[config.mk]
export PLATFORM = sky130hd
export DESIGN_NAME = serial_adder_ctrl
export DESIGN_NICKNAME = d
export VERILOG_FILES = /design/src/rtl/serial_adder_pkg.sv /design/src/rtl/serial_adder_ctrl_fa.sv /design/src/rtl/serial_adder_ctrl.sv
export SDC_FILE = /design/constraint.sdc
export NUM_CORES = 1
export LEC_CHECK = 0
export CORE_MARGIN = 5
export CORE_UTILIZATION = 40
export CTS_BUF_LIST = sky130_fd_sc_hd__clkbuf_4 sky130_fd_sc_hd__clkbuf_8
export DETAILED_ROUTE_END_ITERATION = 12
export GPL_ROUTABILITY_DRIVEN = 0
export PLACE_DENSITY = 0.65
export SKIP_LAST_GASP = 1
export SYNTH_ARGS = -nofsm -noshare
export SYNTH_HDL_FRONTEND = slang
export SYNTH_HIERARCHICAL = 1
export SYNTH_SLANG_ARGS = --single-unit
[constraint.sdc]
create_clock -name clk -period 2.78 [get_ports clk]
set_clock_uncertainty 0.05 [all_clocks]
set_input_delay 0.417 -clock clk [delete_from_list [all_inputs] [get_ports clk]]
set_output_delay 0.417 -clock clk [all_outputs]
set_load 0.005 [all_outputs]
[src/rtl/serial_adder_pkg.sv]
// -----------------------------------------------------------------------------
// serial_adder_pkg
//  Shared types and helpers for the bit-serial adder controller.
//  - ST_* : FSM state encodings (2-bit), also exposed as state_e.
//  - cnt_w: bit-counter width for a given operand width, max(1, clog2(width)).
// -----------------------------------------------------------------------------
package serial_adder_pkg;

    localparam logic [1:0] ST_IDLE = 2'd0;
    localparam logic [1:0] ST_RUN  = 2'd1;
    localparam logic [1:0] ST_DONE = 2'd2;

    typedef enum logic [1:0] {
        IDLE = ST_IDLE,
        RUN  = ST_RUN,
        DONE = ST_DONE
    } state_e;

    // A 1-bit adder still needs a 1-bit counter.
    function automatic int unsigned cnt_w(input int unsigned width);
        return (width > 1) ? int'($clog2(width)) : 1;
    endfunction

endpackage : serial_adder_pkg

[src/rtl/serial_adder_ctrl_fa.sv]
// -----------------------------------------------------------------------------
// serial_adder_ctrl_fa
//  Purely combinational 1-bit full adder cell (FA).
//  Ports: A, B, Cin : addend bits and carry-in
//         S, Cout   : sum bit and carry-out
// -----------------------------------------------------------------------------
module serial_adder_ctrl_fa (
    input  logic A,
    input  logic B,
    input  logic Cin,
    output logic S,
    output logic Cout
);

    assign S    = A ^ B ^ Cin;
    assign Cout = (A & B) | (Cin & (A ^ B));

endmodule : serial_adder_ctrl_fa

[src/rtl/serial_adder_ctrl.sv]
// -----------------------------------------------------------------------------
// serial_adder_ctrl
//  Bit-serial WIDTH-bit adder: captures a, b, cin on an accepted start, feeds
//  the FA cell one bit pair per clock (LSB first) and shifts sum bits into the
//  result register MSB-side, so after WIDTH steps sum is in natural order.
//  Ports:
//    clk, rst_n : clock (rising edge), synchronous active-low reset
//    start      : request, sampled only in IDLE
//    a, b, cin  : operands and carry-in, captured on accepted start
//    busy       : high while in RUN
//    done       : one-cycle pulse in DONE
//    sum, cout  : result and final carry, valid from done until next accept
// -----------------------------------------------------------------------------
module serial_adder_ctrl
    import serial_adder_pkg::*;
#(
    parameter int unsigned WIDTH = 8
) (
    input  logic             clk,
    input  logic             rst_n,
    input  logic             start,
    input  logic [WIDTH-1:0] a,
    input  logic [WIDTH-1:0] b,
    input  logic             cin,
    output logic             busy,
    output logic             done,
    output logic [WIDTH-1:0] sum,
    output logic             cout
);

    localparam int unsigned      CNT_W    = cnt_w(WIDTH);
    localparam logic [CNT_W-1:0] CNT_LAST = CNT_W'(WIDTH - 1);

    state_e             state_q, state_d;
    logic [WIDTH-1:0]   a_sr_q, a_sr_d;
    logic [WIDTH-1:0]   b_sr_q, b_sr_d;
    logic [WIDTH-1:0]   sum_q, sum_d;
    logic [CNT_W-1:0]   cnt_q, cnt_d;
    logic               carry_q, carry_d;
    logic               cout_q, cout_d;
    logic               busy_q, busy_d;
    logic               done_q, done_d;
    logic               fa_s, fa_cout;

    // One bit pair per RUN cycle, carry recirculated through carry_q.
    serial_adder_ctrl_fa u_fa (
        .A    (a_sr_q[0]),
        .B    (b_sr_q[0]),
        .Cin  (carry_q),
        .S    (fa_s),
        .Cout (fa_cout)
    );

    // Next-state, datapath and registered status outputs.
    always_comb begin
        state_d = state_q;
        a_sr_d  = a_sr_q;
        b_sr_d  = b_sr_q;
        sum_d   = sum_q;
        cnt_d   = cnt_q;
        carry_d = carry_q;
        cout_d  = cout_q;
        busy_d  = 1'b0;
        done_d  = 1'b0;

        case (state_q)
            IDLE: begin
                if (start) begin
                    state_d = RUN;
                    a_sr_d  = a;
                    b_sr_d  = b;
                    carry_d = cin;
                    cnt_d   = '0;
                    sum_d   = '0;
                    cout_d  = 1'b0;
                end
            end
            RUN: begin
                carry_d = fa_cout;
                // New bit enters at the MSB; WIDTH=1 degenerates to sum_d = fa_s.
                sum_d   = (sum_q >> 1) | (WIDTH'(fa_s) << (WIDTH - 1));
                a_sr_d  = a_sr_q >> 1;
                b_sr_d  = b_sr_q >> 1;
                cnt_d   = cnt_q + CNT_W'(1);
                if (cnt_q == CNT_LAST) begin
                    cout_d  = fa_cout;
                    state_d = DONE;
                end
            end
            DONE: begin
                state_d = IDLE;
            end
            default: begin
                state_d = IDLE;
            end
        endcase

        busy_d = (state_d == RUN);
        done_d = (state_d == DONE);
    end

    // State and datapath registers.
    always_ff @(posedge clk) begin
        if (!rst_n) begin
            state_q <= IDLE;
            a_sr_q  <= '0;
            b_sr_q  <= '0;
            sum_q   <= '0;
            cnt_q   <= '0;
            carry_q <= 1'b0;
            cout_q  <= 1'b0;
            busy_q  <= 1'b0;
            done_q  <= 1'b0;
        end else begin
            state_q <= state_d;
            a_sr_q  <= a_sr_d;
            b_sr_q  <= b_sr_d;
            sum_q   <= sum_d;
            cnt_q   <= cnt_d;
            carry_q <= carry_d;
            cout_q  <= cout_d;
            busy_q  <= busy_d;
            done_q  <= done_d;
        end
    end

    assign busy = busy_q;
    assign done = done_q;
    assign sum  = sum_q;
    assign cout = cout_q;

endmodule : serial_adder_ctrl

Word level (Yosys, flattened, before mapping)
Index checks and enable logic that the tools add are counted.
Cells by class
  add/sub/neg operators: 1
  eq/ne operators: 6
  mux-type cells: 16
  bitwise gates (word level): 6
  reduce and logical (&&, ||, !) cells: 4
Operators with widths (number)
  8-bit case mux with 2 select lines: 3
  8-bit 2-to-1 mux: 3
  7-bit by 8-bit OR with 8-bit output: 1
  3-bit case mux with 2 select lines: 1
  2-bit by 1-bit equality test with 1-bit output, second input constant: 2
  2-bit 2-to-1 mux: 2
  2-bit != test, second input constant: 2
  1-bit case mux with 2 select lines: 2
  2-bit case mux with 2 select lines: 1
  3-bit by 1-bit adder with 3-bit output, second input constant: 1
  3-bit equality test, second input constant: 1
  1-bit 2-to-1 mux: 3
  3-bit 2-to-1 mux: 1
  3-bit AND reduction: 1
  1-bit bitwise AND: 2
  2-bit equality test, second input constant: 1
  2-bit zero test: 1
  2-bit AND reduction: 1
  2-bit nonzero test: 1
  1-bit bitwise XOR: 2
  1-bit OR: 1
Storage, ports and cells
  flip-flop bits (word level): 33
  logic and storage cells: 42

Logic depth before layout (Yosys ltp)
Gate-level depths: netlist of the first run.
  word-level depth: 5
  depth in mapped cells: 5

Cells and area by module
The synthesis of the first run kept the hierarchy.
Modules (own cells, without submodules)
  serial_adder_ctrl: times used 1, cells each 132, area each 1353.8 um2, sequential area each 660.6 um2
  serial_adder_ctrl_fa: times used 1, cells each 1, area each 20.0 um2, sequential area each 0.0 um2

Worst setup path after synthesis of the first run
No wires, ideal clock.
  path kind: reg2reg
  from: register a_sr_q[0]
  to: register cout_q (netlist: cout)
  library setup time: 119 ps
  arrival time: 1082 ps
  data required time: 2611 ps
  path slack: 1530 ps
  stages on the path, launching flop included: 4
  path buffers: 0
  path through: dfxtp_1 fa_1 a2bb2oi_1 o221a_2
Between the ends
  cells in the longest elaborated chain, start to end: 5
  elaborated cells on any way between the ends: 6
RTL lines
  from (decl): line serial_adder_ctrl.sv:35  | logic [WIDTH-1:0] a_sr_q, a_sr_d;
  from (signal assigned): line serial_adder_ctrl.sv:116  | a_sr_q <= a_sr_d;
  1-bit bitwise XOR: line serial_adder_ctrl_fa.sv:16  | assign Cout = (A & B) | (Cin & (A ^ B));
  1-bit bitwise AND: line serial_adder_ctrl_fa.sv:16
  1-bit OR *: line serial_adder_ctrl_fa.sv:16
  net fa_cout: line serial_adder_ctrl.sv:43  | logic fa_s, fa_cout;
  1-bit 2-to-1 mux *: line serial_adder_ctrl.sv:85  | if (cnt_q == CNT_LAST) begin
  1-bit case mux with 2 select lines *: line serial_adder_ctrl.sv:66  | case (state_q)
  to (signal assigned): line serial_adder_ctrl.sv:121  | cout_q <= cout_d;
  to (decl): line serial_adder_ctrl.sv:40  | logic cout_q, cout_d;
The timed path passes the listed nets; every way through them passes the cells marked *. The select of a mux whose other input is x is not followed.
A chain may end at the register's enable or synchronous reset.

Final worst setup path of the first run
  from: register sum_q[7] (netlist: sum[7])
  to: output port sum[7]
RTL lines
  from (decl): line serial_adder_ctrl.sv:37  | logic [WIDTH-1:0] sum_q, sum_d;
  from (signal assigned): line serial_adder_ctrl.sv:118  | sum_q <= sum_d;
  to (decl): line serial_adder_ctrl.sv:27  | output logic [WIDTH-1:0] sum,
No word-level cell between the ends.

==> results.toml, run 1 <==
[run_status]
status = "complete, no violations"

[floorplanning]
num_rows = 21
ios = 31
die_h_um = 68.6
start_util_pct = 41.2
dieArea_sq_um = 4710
die-width_um = 68.6
coreArea_sq_um = 3340

[placed_design]
post_dp_cell_area_sq_um = 1650
io_buffers = 30
hpwl_mm = 1.88

[sta]
clock.fmax_ghz = 0.590
worstMarginPinSlew_ns = 0.870
setup_viol = 0
slew_violations = 0
rsz0062_at_grt = "false"
finalCritPeriodShare_pct = 61.0
whs_ns = 0.485
post-route-min-period_ns = 1.70
tns_ns = 0
slew_headroom_pct = 41.8
hold_viol = 0

[min_path]
min-delay-start = "cnt_q[2]"
hold_path.class = "reg2reg"

[clock_tree]
postCtsSetupRepairBufs = 0
cts_hold_buf = 0
ctsHtreeMaxLevel = 2
clock_sinks = 33
clk_latency_ns = 0.34
clockBufferDepth = 2
cts_resized = 0
cts_buffers = 5
ctsRootBufferMaster = "clkbuf_4"
clkTransAtPathRegs_ns = 0.10
cts_tree = "built"

[worst_setup_path]
critical_path.cell_chain = "clkdlybuf4s50_1"
crit_slowest_cell = "clkdlybuf4s50_1"
cp.arrival_ns = 1.23
slowest_delay_ns = 0.52
rr_startpoint = "state_q[0]"
end_kind = "primary output"
rrSetupSlack_ns = 1.18
cp.required_ns = 2.31
criticalPathCategory = "reg2out"
startpoint = "sum[7]"
crit_buf_inv = 1
cp-start-kind = "register"
worst-path-max-fanout = 3
critPathTopFamily = "buffers and inverters"

[logic_synthesis]
synth.distinct_cells = 26
synthArstFlopShare_pct = 0
yosys_most_used_dff = "dfxtp_1"
syn_inst = 133
synth_fp_nets = 156
synth_edf_count = 0
synth_top_cell_area_share_pct = 48.1
synth_area_leaders = "dfxtp_1, mux2i_1, a22oi_1"
ys_ff_latch = 33
ys_top_cells_by_count = "dfxtp_1, a21oi_1, mux2i_1"
ys_seq_area_share_pct = 48.1
synth.avg_cell_area_sq_um = 10.3
syn_area_sq_um = 1370
yosysMostFrequentCell = "dfxtp_1"
synth_area_leader_cell = "dfxtp_1"
yosysWarnings = 6

[routing]
dr.pass1.iters = 4
finalWirelength_mm = 2.74
drt_iter0_markers = 57
ant_nets = 0
vias = 1028
drc = 0
vias_per_cell = 4.94
wire_per_inst_um = 13.2

[final_layout]
fin_util_pct = 51.4
final_area_sq_um = 1710
final_layout_size_suffix_gt1_share_pct = 7.41
area_delta_synth_final_pct = 24.8
fin_nets = 184
diodes = 0

[power_and_ir_drop]
p_total_mw = 0.916
p_leak_nw = 0.667
ir_worst_vdd_mv = 0.204
p_per_area_nw_per_um2 = 534

[grt]
grt-ovfl-total = 0
antenna_found_initial = 0
grt_pass1_vias = 1017
grt_first_pass_wirelength_mm = 4.57
grt_start_max_net_pins = 33
grt_usage_pct = 13.5

[flow_run]
maxCapViolations = 0
==> power breakdown <==
part | internal [mW] | leakage [nW] | switching, mW
clock network | 0.130 | 0.0368 | 0.155
logic | 0.0645 | 0.360 | 0.0519
registers | 0.499 | 0.271 | 0.0161
total | 0.693 | 0.667 | 0.223
==> per-layer routing <==
metal / track usage (%) / vias to the layer above / wire, um
met5: 0 / - / 0
met4: 9.68 / 0 / 53
met3: 4.54 / 5 / 169
met2: 21.7 / 22 / 1260
met1: 14.8 / 471 / 1260
li1: - / 530 / -
==> cell type report <==
cell class | count | area, sq um
inverters | 2 | 7.51
fillers | 320 | 1620
multi-input cells | 88 | 621
flip-flops and latches | 33 | 661
repair buffers | 31 | 308
clock buffers | 8 | 60.1
well taps | 46 | 57.6
==> through the flow <==
stage	setup slack [ns]	instances
finish	1.08	208
global route	0.951	208
CTS	1.08	208
detailed placement	0.772	200
global placement	0.837	200
floorplan	1.53	133
==> registers in the layout, indices dropped and copies added, names as in the netlist <==
| register | flops |
|---|---|
| cnt_q | 3 |
| a_sr_q | 8 |
| state_q | 2 |
| cout | 1 |
| done | 1 |
| carry_q | 1 |
| sum | 8 |
| b_sr_q | 8 |
| busy | 1 |
==> worst min-delay path: cells and delay by family (launching register included) <==
kind	cells	cell delay, ns
flip-flops	1	0.34
AO/OA/AOI/OAI	1	0.07
AND/OR/NAND/NOR	1	0.10
==> cells in the final DEF, fill, tap and decap left out, types with 8 or more instances in the layout <==
cell,count
dfxtp_1,33
mux2i_1,16
nor2b_1,13
clkdlybuf4s50_1,30
clkbuf_4,8
o21ai_0,15
a21oi_1,16
a22oi_1,12
==> kinds of logic (layout without fill, tap and decap cells) <==
logic type,Yosys count,count (layout),synth area share (%)
AOI/OAI and AO/OA,46,46,20.1
adders and majority gates,3,3,3.28
buffers and inverters,12,41,6.74
DFF,33,33,48.1
muxes,16,16,11.7
and+or+nand+nor,23,23,10.1
==> final timing paths <==
check                                 end  cells past startpoint
worst max register to register  a_sr_q[3]                      3
worst min register to register   cnt_q[2]                      2
worst max-delay path               sum[7]                      1
worst min-delay path             cnt_q[2]                      2
No activity file was read; power rests on OpenSTA's default activity.
==> run 2, diff against run 1 <==
--- a/config.mk
+++ b/config.mk
@@ -10,7 +10,7 @@
 export CTS_BUF_LIST = sky130_fd_sc_hd__clkbuf_4 sky130_fd_sc_hd__clkbuf_8
 export DETAILED_ROUTE_END_ITERATION = 12
 export GPL_ROUTABILITY_DRIVEN = 0
-export PLACE_DENSITY = 0.65
+export PLACE_DENSITY = 0.67
 export SKIP_LAST_GASP = 1
 export SYNTH_ARGS = -nofsm -noshare
 export SYNTH_HDL_FRONTEND = slang
==> constraint.sdc (replaced) <==
create_clock -name clk -period 1.44 [get_ports clk]
set_clock_uncertainty 0.05 [all_clocks]
set_input_delay 0.216 -clock clk [delete_from_list [all_inputs] [get_ports clk]]
set_output_delay 0.216 -clock clk [all_outputs]
set_load 0.005 [all_outputs]
==> run 2 against run 1 <==
Net effect:
- design area increased by 5.0%
- worst setup slack got worse by 0.99 ns
- count of clock-buffer cells in the layout decreased by 3
- largest cell class unchanged
- first-iteration DRC count increased by 30%
- non-clock buffer count increased by 9
- global-route usage decreased by 0.084 points
- via count increased by 3.3%
- flip-flop and latch count unchanged
- routed wire length decreased by 0.36%
- combinational power increased by 120%
==> results.toml, run 2 (same netlist as run 1, synthesis figures left out) <==
[worst_setup_path]
cp.required_ns = 1.62
slowest_delay_ns = 0.36
criticalPathCategory = "reg2reg"
cp-start-kind = "register"
cp.arrival_ns = 1.52
crit_buf_inv = 0
cp_common_cell = "ha_1"
end_kind = "register"
critical_path.cell_chain = "ha_1 -> ha_1 -> nand2_1 -> a2bb2oi_1 -> o221a_2"
worst-path-max-fanout = 4
critPathTopFamily = "compound AO/OA/AOI/OAI gates"
crit_slowest_cell = "dfxtp_1"

[sta]
whs_ns = 0.466
setup_ws_ns = 0.0970
slew_headroom_pct = 73.7
clock.fmax_ghz = 0.745
slew_violations = 0
hold_viol = 0
setup_viol = 0
worstMarginPinSlew_ns = 0.395
rsz0062_at_grt = "false"
post-route-min-period_ns = 1.34
finalCritPeriodShare_pct = 93.3

[grt]
grt_usage_pct = 13.4
antenna_found_initial = 0
use_met1_pct = 14.4
gr-max-usage-layer = "met2"
grt_start_max_net_pins = 31
use_met2_pct = 22.4
grt_first_pass_wirelength_mm = 4.62
grt-ovfl-total = 0
grt_pass1_vias = 1088
met3_usage_pct = 5.19

[routing]
dr.pass1.iters = 4
drt_iter0_markers = 74
vias_per_cell = 4.94
vias = 1062
ant_nets = 0
wire_per_inst_um = 12.7
finalWirelength_mm = 2.73
drc = 0

[clock_tree]
ctsHtreeMaxLevel = 2
cts_hold_buf = 0
ctsRootBufferMaster = "clkbuf_4"
clockBufferDepth = 2
clock_sinks = 33
cts_buffers = 5
cts_tree = "built"
clkTransAtPathRegs_ns = 0.09
clk_latency_ns = 0.33

[placed_design]
place_ws_ns = -0.0949
io_buffers = 30
hpwl_mm = 1.95

[power_and_ir_drop]
p_leak_nw = 0.814
p_total_mw = 1.70
comb_power_share_pct = 14.9
clkPwrFrac_pct = 26.5
power.switching_mw = 0.417
internal_power_mw = 1.28
p_sw_share_pct = 24.6
ir_worst_vdd_mv = 0.434
p_seq_share_pct = 58.5
p_per_area_nw_per_um2 = 942

[floorplanning]
ios = 31
die_h_um = 68.6
die-width_um = 68.6
num_rows = 21
coreArea_sq_um = 3340
dieArea_sq_um = 4710
start_util_pct = 41.2

[final_layout]
final_cell_mix = "dfxtp_1, clkdlybuf4s50_1, mux2i_1, a21oi_1, o21ai_0"
area_delta_synth_final_pct = 31.1
final_common_cell = "dfxtp_1"
fin_nets = 193
final_layout_size_suffix_gt1_share_pct = 16.0
diodes = 0

[flow_run]
maxCapViolations = 0

[min_path]
hold_path.class = "reg2reg"

[run_status]
status = "complete, no violations"
[run 2: power by group through the flow]
stage	clock [mW]	combinational, mW	sequential, mW
after floorplan	0	0.151	1.01
after global placement	0	0.249	1.01
after detailed placement	0	0.256	1.01
after CTS	0.470	0.258	0.994
after global routing	0.520	0.281	1.00
final	0.450	0.253	0.993
[run 2: final timing paths]
path,to,depth (start not counted),startpoint,slack [ns]
min reg2reg,sum[0],2,sum[0],0.47
min,sum[0],2,sum[0],0.47
max reg2reg,cout,5,cnt_q[0],0.1
max,cout,5,cnt_q[0],0.1
[run 2: what timing repair did]
action,in CTS,in global routing
setup buffers,2,0
pin swaps,0,0
setup endpoints to repair,9,4
cloned,0,0
resized for setup,15,4
[run 2: layer usage]
layer,up-vias,routed length (um)
li1,550,-
met1,480,1130
met2,25,1360
met3,7,181
met4,0,58
met5,-,0
[run 2: final cells by class]
type / count / area (sq um)
well taps: 46 / 57.6
clock buffers: 5 / 37.5
repair buffers: 40 / 402
flip-flops and latches: 33 / 671
fillers: 319 / 1540
multi-input cells: 88 / 621
clock inverters: 1 / 5.00
inverters: 2 / 7.51
[run 2: tightest hold or removal path, stage by stage (launching register included)]
cell,delay [ns]
dfxtp_2,0.33
a22oi_1,0.06
nor2b_1,0.09
[run 2: metrics by stage]
step,area [sq um],util [%],cells,TNS [ns]
4_1_cts,1790,53.7,215,-0.0346
5_1_grt,1800,54.0,215,0
3_5_place_dp,1730,51.9,207,-1.48
2_1_floorplan,1370,-,133,0
3_3_place_gp,1730,51.9,207,-0.760
6_report,1800,54.0,215,0
